**config.mk**
```make
export PLATFORM = sky130hd
export DESIGN_NAME = conv_window_ctrl_flat
export DESIGN_NICKNAME = d
export VERILOG_FILES = /design/src/rtl/conv_window_ctrl_if.sv /design/src/rtl/conv_window_ctrl.sv /design/src/flat_wrapper.sv
export SDC_FILE = /design/constraint.sdc
export NUM_CORES = 1
export LEC_CHECK = 0
export ABC_AREA = 1
export ABC_CLOCK_PERIOD_IN_PS = 6500
export BUFFER_PORTS_ARGS = -buffer_cell sky130_fd_sc_hd__buf_2
export CORE_ASPECT_RATIO = 0.5
export CORE_MARGIN = 8
export CORE_UTILIZATION = 40
export DETAILED_ROUTE_END_ITERATION = 12
export GPL_TIMING_DRIVEN = 0
export MAX_ROUTING_LAYER = met4
export PLACE_DENSITY_LB_ADDON = 0.2
export SYNTH_ARGS = -nofsm -noshare
export SYNTH_HDL_FRONTEND = slang
export SYNTH_SLANG_ARGS = --single-unit
```
**constraint.sdc**
```tcl
create_clock -name clk -period 6.5 [get_ports clk]
set_clock_uncertainty 0.2 [all_clocks]
set_input_delay 0.325 -clock clk [delete_from_list [all_inputs] [get_ports clk]]
set_output_delay 0.325 -clock clk [all_outputs]
set_load 0.005 [all_outputs]
```
**src/rtl/conv_window_ctrl_if.sv**
```systemverilog
`default_nettype none
// +-------------------------------------------------------------------------+
// | conv_window_ctrl_if                                                     |
// | Line-memory read, window-register control and PE patch handshake.      |
// | Revision: 1.0                                                           |
// +-------------------------------------------------------------------------+
interface conv_window_ctrl_if #(
    parameter int DIM_W = 8
);
    logic             rd_en;
    logic [DIM_W-1:0] rd_row;
    logic [DIM_W-1:0] rd_col;
    logic             load_en;
    logic             clear;
    logic             win_valid;
    logic             win_ready;
    logic [DIM_W-1:0] win_row;
    logic [DIM_W-1:0] win_col;

    modport master (
        output rd_en, rd_row, rd_col, load_en, clear, win_valid, win_row, win_col,
        input  win_ready
    );

    modport slave (
        input  rd_en, rd_row, rd_col, load_en, clear, win_valid, win_row, win_col,
        output win_ready
    );
endinterface
`default_nettype wire

```
**src/rtl/conv_window_ctrl.sv**
```systemverilog
`default_nettype none
// +-------------------------------------------------------------------------+
// | conv_window_ctrl                                                        |
// | Sliding-window sequencer: walks a feature map in row bands, drives the  |
// | line-memory reads / window shift-loads and presents patches to the PE. |
// | Revision: 1.0                                                           |
// +-------------------------------------------------------------------------+
module conv_window_ctrl #(
    parameter int K_H   = 3,
    parameter int K_W   = 3,
    parameter int DIM_W = 8
) (
    input  logic             clk,
    input  logic             rst_n,
    input  logic             start,
    input  logic [DIM_W-1:0] cfg_h,
    input  logic [DIM_W-1:0] cfg_w,
    input  logic             abort,
    output logic             busy,
    output logic             done,
    output logic             err,
    conv_window_ctrl_if.master win_if
);
    localparam logic [DIM_W-1:0] c_k_h    = DIM_W'(K_H);
    localparam logic [DIM_W-1:0] c_k_w    = DIM_W'(K_W);
    localparam logic [DIM_W-1:0] c_k_w_m1 = DIM_W'(K_W - 1);
    localparam logic [DIM_W-1:0] c_one    = DIM_W'(1);

    typedef enum logic [2:0] {
        S_IDLE  = 3'd0,
        S_CLEAR = 3'd1,
        S_READ  = 3'd2,
        S_LOAD  = 3'd3,
        S_WAIT  = 3'd4,
        S_DONE  = 3'd5
    } state_t;

    state_t           r_state, w_state_nxt;
    logic [DIM_W-1:0] r_band, w_band_nxt;
    logic [DIM_W-1:0] r_col, w_col_nxt;
    logic [DIM_W-1:0] r_cfg_h, r_cfg_w;
    logic             r_err, w_err_nxt;
    logic             w_cfg_ld;

    always_ff @(posedge clk or negedge rst_n) begin
        if (!rst_n) begin
            r_state <= S_IDLE;
            r_band  <= '0;
            r_col   <= '0;
            r_cfg_h <= '0;
            r_cfg_w <= '0;
            r_err   <= 1'b0;
        end else begin
            r_state <= w_state_nxt;
            r_band  <= w_band_nxt;
            r_col   <= w_col_nxt;
            r_err   <= w_err_nxt;
            if (w_cfg_ld) begin
                r_cfg_h <= cfg_h;
                r_cfg_w <= cfg_w;
            end
        end
    end

    always_comb begin
        w_state_nxt      = r_state;
        w_band_nxt       = r_band;
        w_col_nxt        = r_col;
        w_err_nxt        = 1'b0;
        w_cfg_ld         = 1'b0;
        win_if.rd_en     = 1'b0;
        win_if.rd_row    = '0;
        win_if.rd_col    = '0;
        win_if.load_en   = 1'b0;
        win_if.clear     = 1'b0;
        win_if.win_valid = 1'b0;
        win_if.win_row   = '0;
        win_if.win_col   = '0;
        done             = 1'b0;
        busy             = (r_state != S_IDLE);

        case (r_state)
            S_IDLE: begin
                if (start && !abort) begin
                    if ((cfg_h < c_k_h) || (cfg_w < c_k_w)) begin
                        w_err_nxt = 1'b1;
                    end else begin
                        w_cfg_ld    = 1'b1;
                        w_band_nxt  = '0;
                        w_state_nxt = S_CLEAR;
                    end
                end
            end
            S_CLEAR: begin
                win_if.clear = 1'b1;
                w_col_nxt    = '0;
                w_state_nxt  = S_READ;
            end
            S_READ: begin
                win_if.rd_en  = 1'b1;
                win_if.rd_row = r_band;
                win_if.rd_col = r_col;
                w_state_nxt   = S_LOAD;
            end
            S_LOAD: begin
                win_if.load_en = 1'b1;
                if (r_col >= c_k_w_m1) begin
                    w_state_nxt = S_WAIT;
                end else begin
                    w_col_nxt   = r_col + c_one;
                    w_state_nxt = S_READ;
                end
            end
            S_WAIT: begin
                win_if.win_valid = 1'b1;
                win_if.win_row   = r_band;
                win_if.win_col   = r_col - c_k_w_m1;
                if (win_if.win_ready) begin
                    if (r_col < (r_cfg_w - c_one)) begin
                        w_col_nxt   = r_col + c_one;
                        w_state_nxt = S_READ;
                    end else if (r_band < (r_cfg_h - c_k_h)) begin
                        w_band_nxt  = r_band + c_one;
                        w_state_nxt = S_CLEAR;
                    end else begin
                        w_state_nxt = S_DONE;
                    end
                end
            end
            S_DONE: begin
                done        = 1'b1;
                w_state_nxt = S_IDLE;
            end
            default: w_state_nxt = S_IDLE;
        endcase

        // Abort overrides everything: wipe the window and suppress any transfer.
        if (abort && (r_state != S_IDLE)) begin
            w_state_nxt      = S_IDLE;
            w_band_nxt       = r_band;
            w_col_nxt        = r_col;
            win_if.clear     = 1'b1;
            win_if.rd_en     = 1'b0;
            win_if.load_en   = 1'b0;
            win_if.win_valid = 1'b0;
        end
    end

    assign err = r_err;

endmodule
`default_nettype wire

```
**src/flat_wrapper.sv**
```systemverilog
// flat-port wrapper written by rule: the top's interface ports become plain ports
module conv_window_ctrl_flat 
#(
    parameter int K_H   = 3,
    parameter int K_W   = 3,
    parameter int DIM_W = 8
)
  (clk, rst_n, start, cfg_h, cfg_w, abort, busy, done, err, win_if_rd_en, win_if_rd_row, win_if_rd_col, win_if_load_en, win_if_clear, win_if_win_valid, win_if_win_row, win_if_win_col, win_if_win_ready);
  conv_window_ctrl_if #(.DIM_W(DIM_W)) win_if_i ();
  input  logic clk;
  input  logic rst_n;
  input  logic start;
  input  logic [DIM_W-1:0] cfg_h;
  input  logic [DIM_W-1:0] cfg_w;
  input  logic abort;
  output logic busy;
  output logic done;
  output logic err;
  output wire logic [$bits(win_if_i.rd_en)-1:0] win_if_rd_en;
  output wire logic [$bits(win_if_i.rd_row)-1:0] win_if_rd_row;
  output wire logic [$bits(win_if_i.rd_col)-1:0] win_if_rd_col;
  output wire logic [$bits(win_if_i.load_en)-1:0] win_if_load_en;
  output wire logic [$bits(win_if_i.clear)-1:0] win_if_clear;
  output wire logic [$bits(win_if_i.win_valid)-1:0] win_if_win_valid;
  output wire logic [$bits(win_if_i.win_row)-1:0] win_if_win_row;
  output wire logic [$bits(win_if_i.win_col)-1:0] win_if_win_col;
  input wire logic [$bits(win_if_i.win_ready)-1:0] win_if_win_ready;
  assign win_if_rd_en = win_if_i.rd_en;
  assign win_if_rd_row = win_if_i.rd_row;
  assign win_if_rd_col = win_if_i.rd_col;
  assign win_if_load_en = win_if_i.load_en;
  assign win_if_clear = win_if_i.clear;
  assign win_if_win_valid = win_if_i.win_valid;
  assign win_if_win_row = win_if_i.win_row;
  assign win_if_win_col = win_if_i.win_col;
  assign win_if_i.win_ready = win_if_win_ready;
  conv_window_ctrl #(.K_H(K_H), .K_W(K_W), .DIM_W(DIM_W)) u_core (.clk(clk), .rst_n(rst_n), .start(start), .cfg_h(cfg_h), .cfg_w(cfg_w), .abort(abort), .busy(busy), .done(done), .err(err), .win_if(win_if_i));
endmodule
```
# Yosys cells after proc, flatten, opt, wreduce, memory -nomap -nowiden
# Index checks and enable logic that the tools add are counted.
# Widths: inputs -> output; s select.
# totals
output_inout_bits,39
regBits,36
input_bits,21
elab_cells,80
# op_classes
n_bitwise,1
eq_ne,15
add_sub_neg,5
n_mux,37
n_lt_le_gt_ge,5
reduce_logical,11
# ops
cell,n
$mux 8,12
$pmux 8 s3,1
$mux 3,7
$add 8x1->8 const B,2
$lt 8x2->1 const B,2
$lt 8x8->1,2
$pmux 8 s2,1
$sub 8x2->8 const B,2
$mux 1,15
$pmux 3 s5,1
$ge 8x2->1 const B,1
$ne 2x2->1 const B,4
$sub 8x1->8 const B,1
$reduce_and 7->1,1
$eq 3x2->1 const B,2
$eq 3x3->1 const B,2
$ne 2x1->1 const B,3
$reduce_bool 3->1,2
$reduce_and 5->1,1
$eq 3x1->1 const B,1
$logic_not 3->1,1
$ne 3x1->1 const B,1
$ne 3x2->1 const B,1
$ne 3x3->1 const B,1
other kinds (6),7

# Depth between registers and ports, before layout
# depth
word_depth,7
ltp_mapped,15
ltp_nobuf,14

# Worst setup path before layout
# No wires, ideal clock.
# synth_path
path_type,flip-flop to flip-flop
from,register u_core.r_cfg_w[2]
to,register u_core.r_col[5]
synth_period_minus_slack_ns,2.647
n_path_buf,1
t_arrival_ns,2.329
t_required_ns,6.182
stages_incl_launch_ff,16
setup_slack_ns,3.853
setup_ns,0.118
cell_sequence,dfrtp_1 inv_1 nand3_1 or3_1 nor3_1 xnor2_1 ha_1 nand2_1 inv_1 nor3_1 nand2_1 nand2_1 nand2_2 buf_6 nand2_1 o21ai_2
# synth_via
elab_chain_cells,4
# synth_lines
element,line,rtl
"start, declared",conv_window_ctrl.sv:41,"logic [DIM_W-1:0] r_cfg_h, r_cfg_w;"
"start signal, assigned",conv_window_ctrl.sv:60,r_cfg_w <= cfg_w;
$sub 8x1->8,conv_window_ctrl.sv:119,if (r_col < (r_cfg_w - c_one)) begin
$lt 8x8->1,conv_window_ctrl.sv:119,
$ne 2x1->1 (no source line),n/a,
$reduce_and 5->1 (no source line),n/a,
"end signal, assigned",conv_window_ctrl.sv:56,r_col <= w_col_nxt;
"end, declared",conv_window_ctrl.sv:40,"logic [DIM_W-1:0] r_col, w_col_nxt;"
# No other way between the ends.
# A chain may end at the register's enable or synchronous reset.

# Worst setup path after layout
# layout_path
from,register u_core.r_cfg_w[0]
to,register u_core.r_col[6]
# The elaborated chain is that of the path after synthesis.

==> results.json <==
{
  "status": "complete, no violations",
  "ant_nets": 0,
  "wl_met1_um": 3240,
  "criticalPathCategory": "reg -> reg",
  "clk_path_buf_depth": 2,
  "tns_ps": 0,
  "fmaxAchievable_mhz": 342,
  "yosys_warnings": 0,
  "drive_above_1_share": 0.221,
  "avgSynthCellArea_um2": 7.11,
  "timing.final.crit_share": 0.449,
  "slew_viol_final": 0,
  "ioPinCount": 60,
  "netlist_instances": 394,
  "start_kind": "flip-flop",
  "synth_area_leaders": "dfrtp_1, nand2_1, ha_1",
  "hold_viol_final": 0,
  "grt_max_degree": 37,
  "setup-violations-final": 0,
  "wl_met2_um": 3230,
  "dr_wl_met3_um": 198,
  "cp-startpoint": "u_core.r_cfg_w[0]",
  "placed_cells": 545,
  "regToRegStartpoint": "u_core.r_cfg_w[0]",
  "antenna_found_initial": 0,
  "cts_resized": 0,
  "synth-async-reset-ratio": 1.00,
  "antenna_cells": 0,
  "yosysUniqueCellTypes": 35,
  "cp-end-kind": "flip-flop",
  "period_needed_ps": 2920,
  "dieArea_um2": 10100,
  "yosysSeqAreaShare": 0.322,
  "timing.critical_path.arrival_ps": 2900,
  "synth_area_um2": 2800,
  "dp_hpwl_um": 5300,
  "cts_sinks": 36,
  "vias_per_cell": 4.79,
  "grt_use_total": 0.144,
  "cts_tree": "yes",
  "path_clk_slew_ps": 60,
  "drt_iter0_drc": 113,
  "synth.net_count": 436,
  "place_congestion": 0.843,
  "powerDensity_nw_per_um2": 308,
  "fp-row-count": 21,
  "cts_buffers": 5,
  "cap_violations": 0,
  "ctsRootBufferMaster": "clkbuf_16",
  "first_pass_iters": 4,
  "place.port_buffers": 59,
  "rrSetupSlack_ps": 3580,
  "min_from": "cfg_h[1]",
  "start_util": 0.416,
  "holdCritPathClass": "in -> reg",
  "grt_pass1_wl_um": 11500,
  "cts_setup_buffers": 0,
  "wl_um": 6740,
  "path_max_fanout": 10,
  "worstMarginPinSlew_ps": 844,
  "synth_edf_count": 0,
  "area_growth_pct": 20.9,
  "grt_pass1_vias": 2546,
  "cp_data_required_time_ps": 6480,
  "leakage_nw": 1.86,
  "grt_setup_unrepaired": "false",
  "routedWlPerCell_um": 12.2,
  "die_y_um": 75.2,
  "ir_drop_mv": 0.148,
  "top_layer": "met4",
  "nets": 503,
  "num_vias": 2651,
  "cts_max_level": 2,
  "gr-total-overflow": 0,
  "layout.cells.non_filler": 554,
  "core_area_um2": 6730,
  "synth_top_area_frac": 0.322,
  "clk_latency_ps": 280,
  "drc": 0,
  "yosys.area.top_type": "dfrtp_1",
  "slew_headroom": 0.437,
  "ys_seq_elements": 36,
  "synth_flop_cell": "dfrtp_1",
  "die_x_um": 134
}
## layout by cell type (no fill, tap or decap), types with 2 or more instances in the layout
cell type / count
nor3_1: 13
inv_2: 5
nand2_1: 98
inv_1: 48
xnor2_1: 5
o21ai_2: 7
o21ai_0: 10
a21oi_1: 16
nand2_2: 3
o21ai_1: 5
mux2_2: 5
nand3_2: 2
or2_2: 2
nor2_2: 2
xor2_1: 10
nand4_1: 10
dfrtp_1: 36
buf_2: 62
nand3_1: 16
clkbuf_1: 4
ha_1: 21
clkbuf_16: 5
nor2_1: 61
## registers in the layout, summed over array words and instances, names as in the netlist
register,count
u_core.r_col,8
u_core.r_cfg_h,8
u_core.r_band,8
u_core.err,1
u_core.r_cfg_w,8
u_core.r_state,3
## worst max-delay path, cell delays in order, from the launching register on
cell     delay [ps]
dfrtp_1         370
inv_1           100
nand3_1         120
or3_1           360
nor3_1          200
xnor2_1         150
ha_1            260
nand2_1          90
nor2_1           50
nor3_1          250
nand2_1         140
nand2_1         110
nand2_2         120
buf_6           170
nand2_1          70
o21ai_2          50
## synthesized netlist by cell type (3+ instances only)
cell      instances
a21oi_1          16
buf_2             3
clkbuf_1          3
dfrtp_1          36
ha_1             21
inv_1            48
inv_2             5
mux2_2            5
nand2_1          98
nand2_2           3
nand3_1          16
nand4_1          10
nor2_1           61
nor3_1           13
o21ai_0          10
o21ai_1           5
o21ai_2           7
xnor2_1           5
xor2_1           10
## final timing paths
kind	to	cells after the start
max	u_core.r_col[6]	15
min	u_core.r_cfg_h[1]	2
max reg2reg	u_core.r_col[6]	15
min reg2reg	u_core.r_cfg_w[7]	2
max in group asynchronous	u_core.r_cfg_w[0]	2
min in group asynchronous	u_core.r_cfg_h[1]	2
## power by group
part	internal [mW]	total [mW]	switching, mW
Sequential	0.282	0.343	0.0605
Clock	0.180	0.276	0.0957
Combinational	0.171	0.422	0.252
Total	0.634	1.04	0.408
## final cells by class
cell class	count	area (µm²)
repair buffers	60	305
clock buffers	6	129
clock inverters	2	35.0
well taps	92	115
flip-flops and latches	36	901
multi-input cells	298	1660
fillers	688	3340
inverters	53	199
plain buffers	7	37.5
## through the flow
step                utilization  hold WS [ps]  power (mW)  area, µm²  worst slack [ps]
floorplan                     -          -171       0.667       2800              3850
global placement          0.477           276       0.762       3210              3590
detailed placement        0.477           287       0.769       3210              3590
CTS                       0.503          89.3        1.05       3380              3540
global route              0.503          87.5        1.13       3380              3280
finish                    0.503          89.8        1.04       3380              3580
## kinds of logic (layout without fill, tap and decap cells)
| logic type | after synthesis | after routing | share of synthesized area |
|---|---|---|---|
| flops | 36 | 36 | 0.322 |
| mux | 5 | 5 | 0.0201 |
| fa+ha+maj | 21 | 21 | 0.0938 |
| simple gates | 215 | 215 | 0.342 |
| compound gates | 42 | 42 | 0.0912 |
| buf+inv | 60 | 128 | 0.0844 |
| xor+xnor | 15 | 15 | 0.0469 |
## timing repair
item,4_1_cts,5_1_grt
endpoints found under the setup margin,0,0
hold buffers,1,0
endpoints found under the hold margin,36,0
## layer usage
metal	GRT usage	vias up
met5	-	-
li1	-	1401
met4	0.0407	0
met2	0.234	22
met3	0.0333	7
met1	0.178	1221
(Power assumes the default switching activity.)
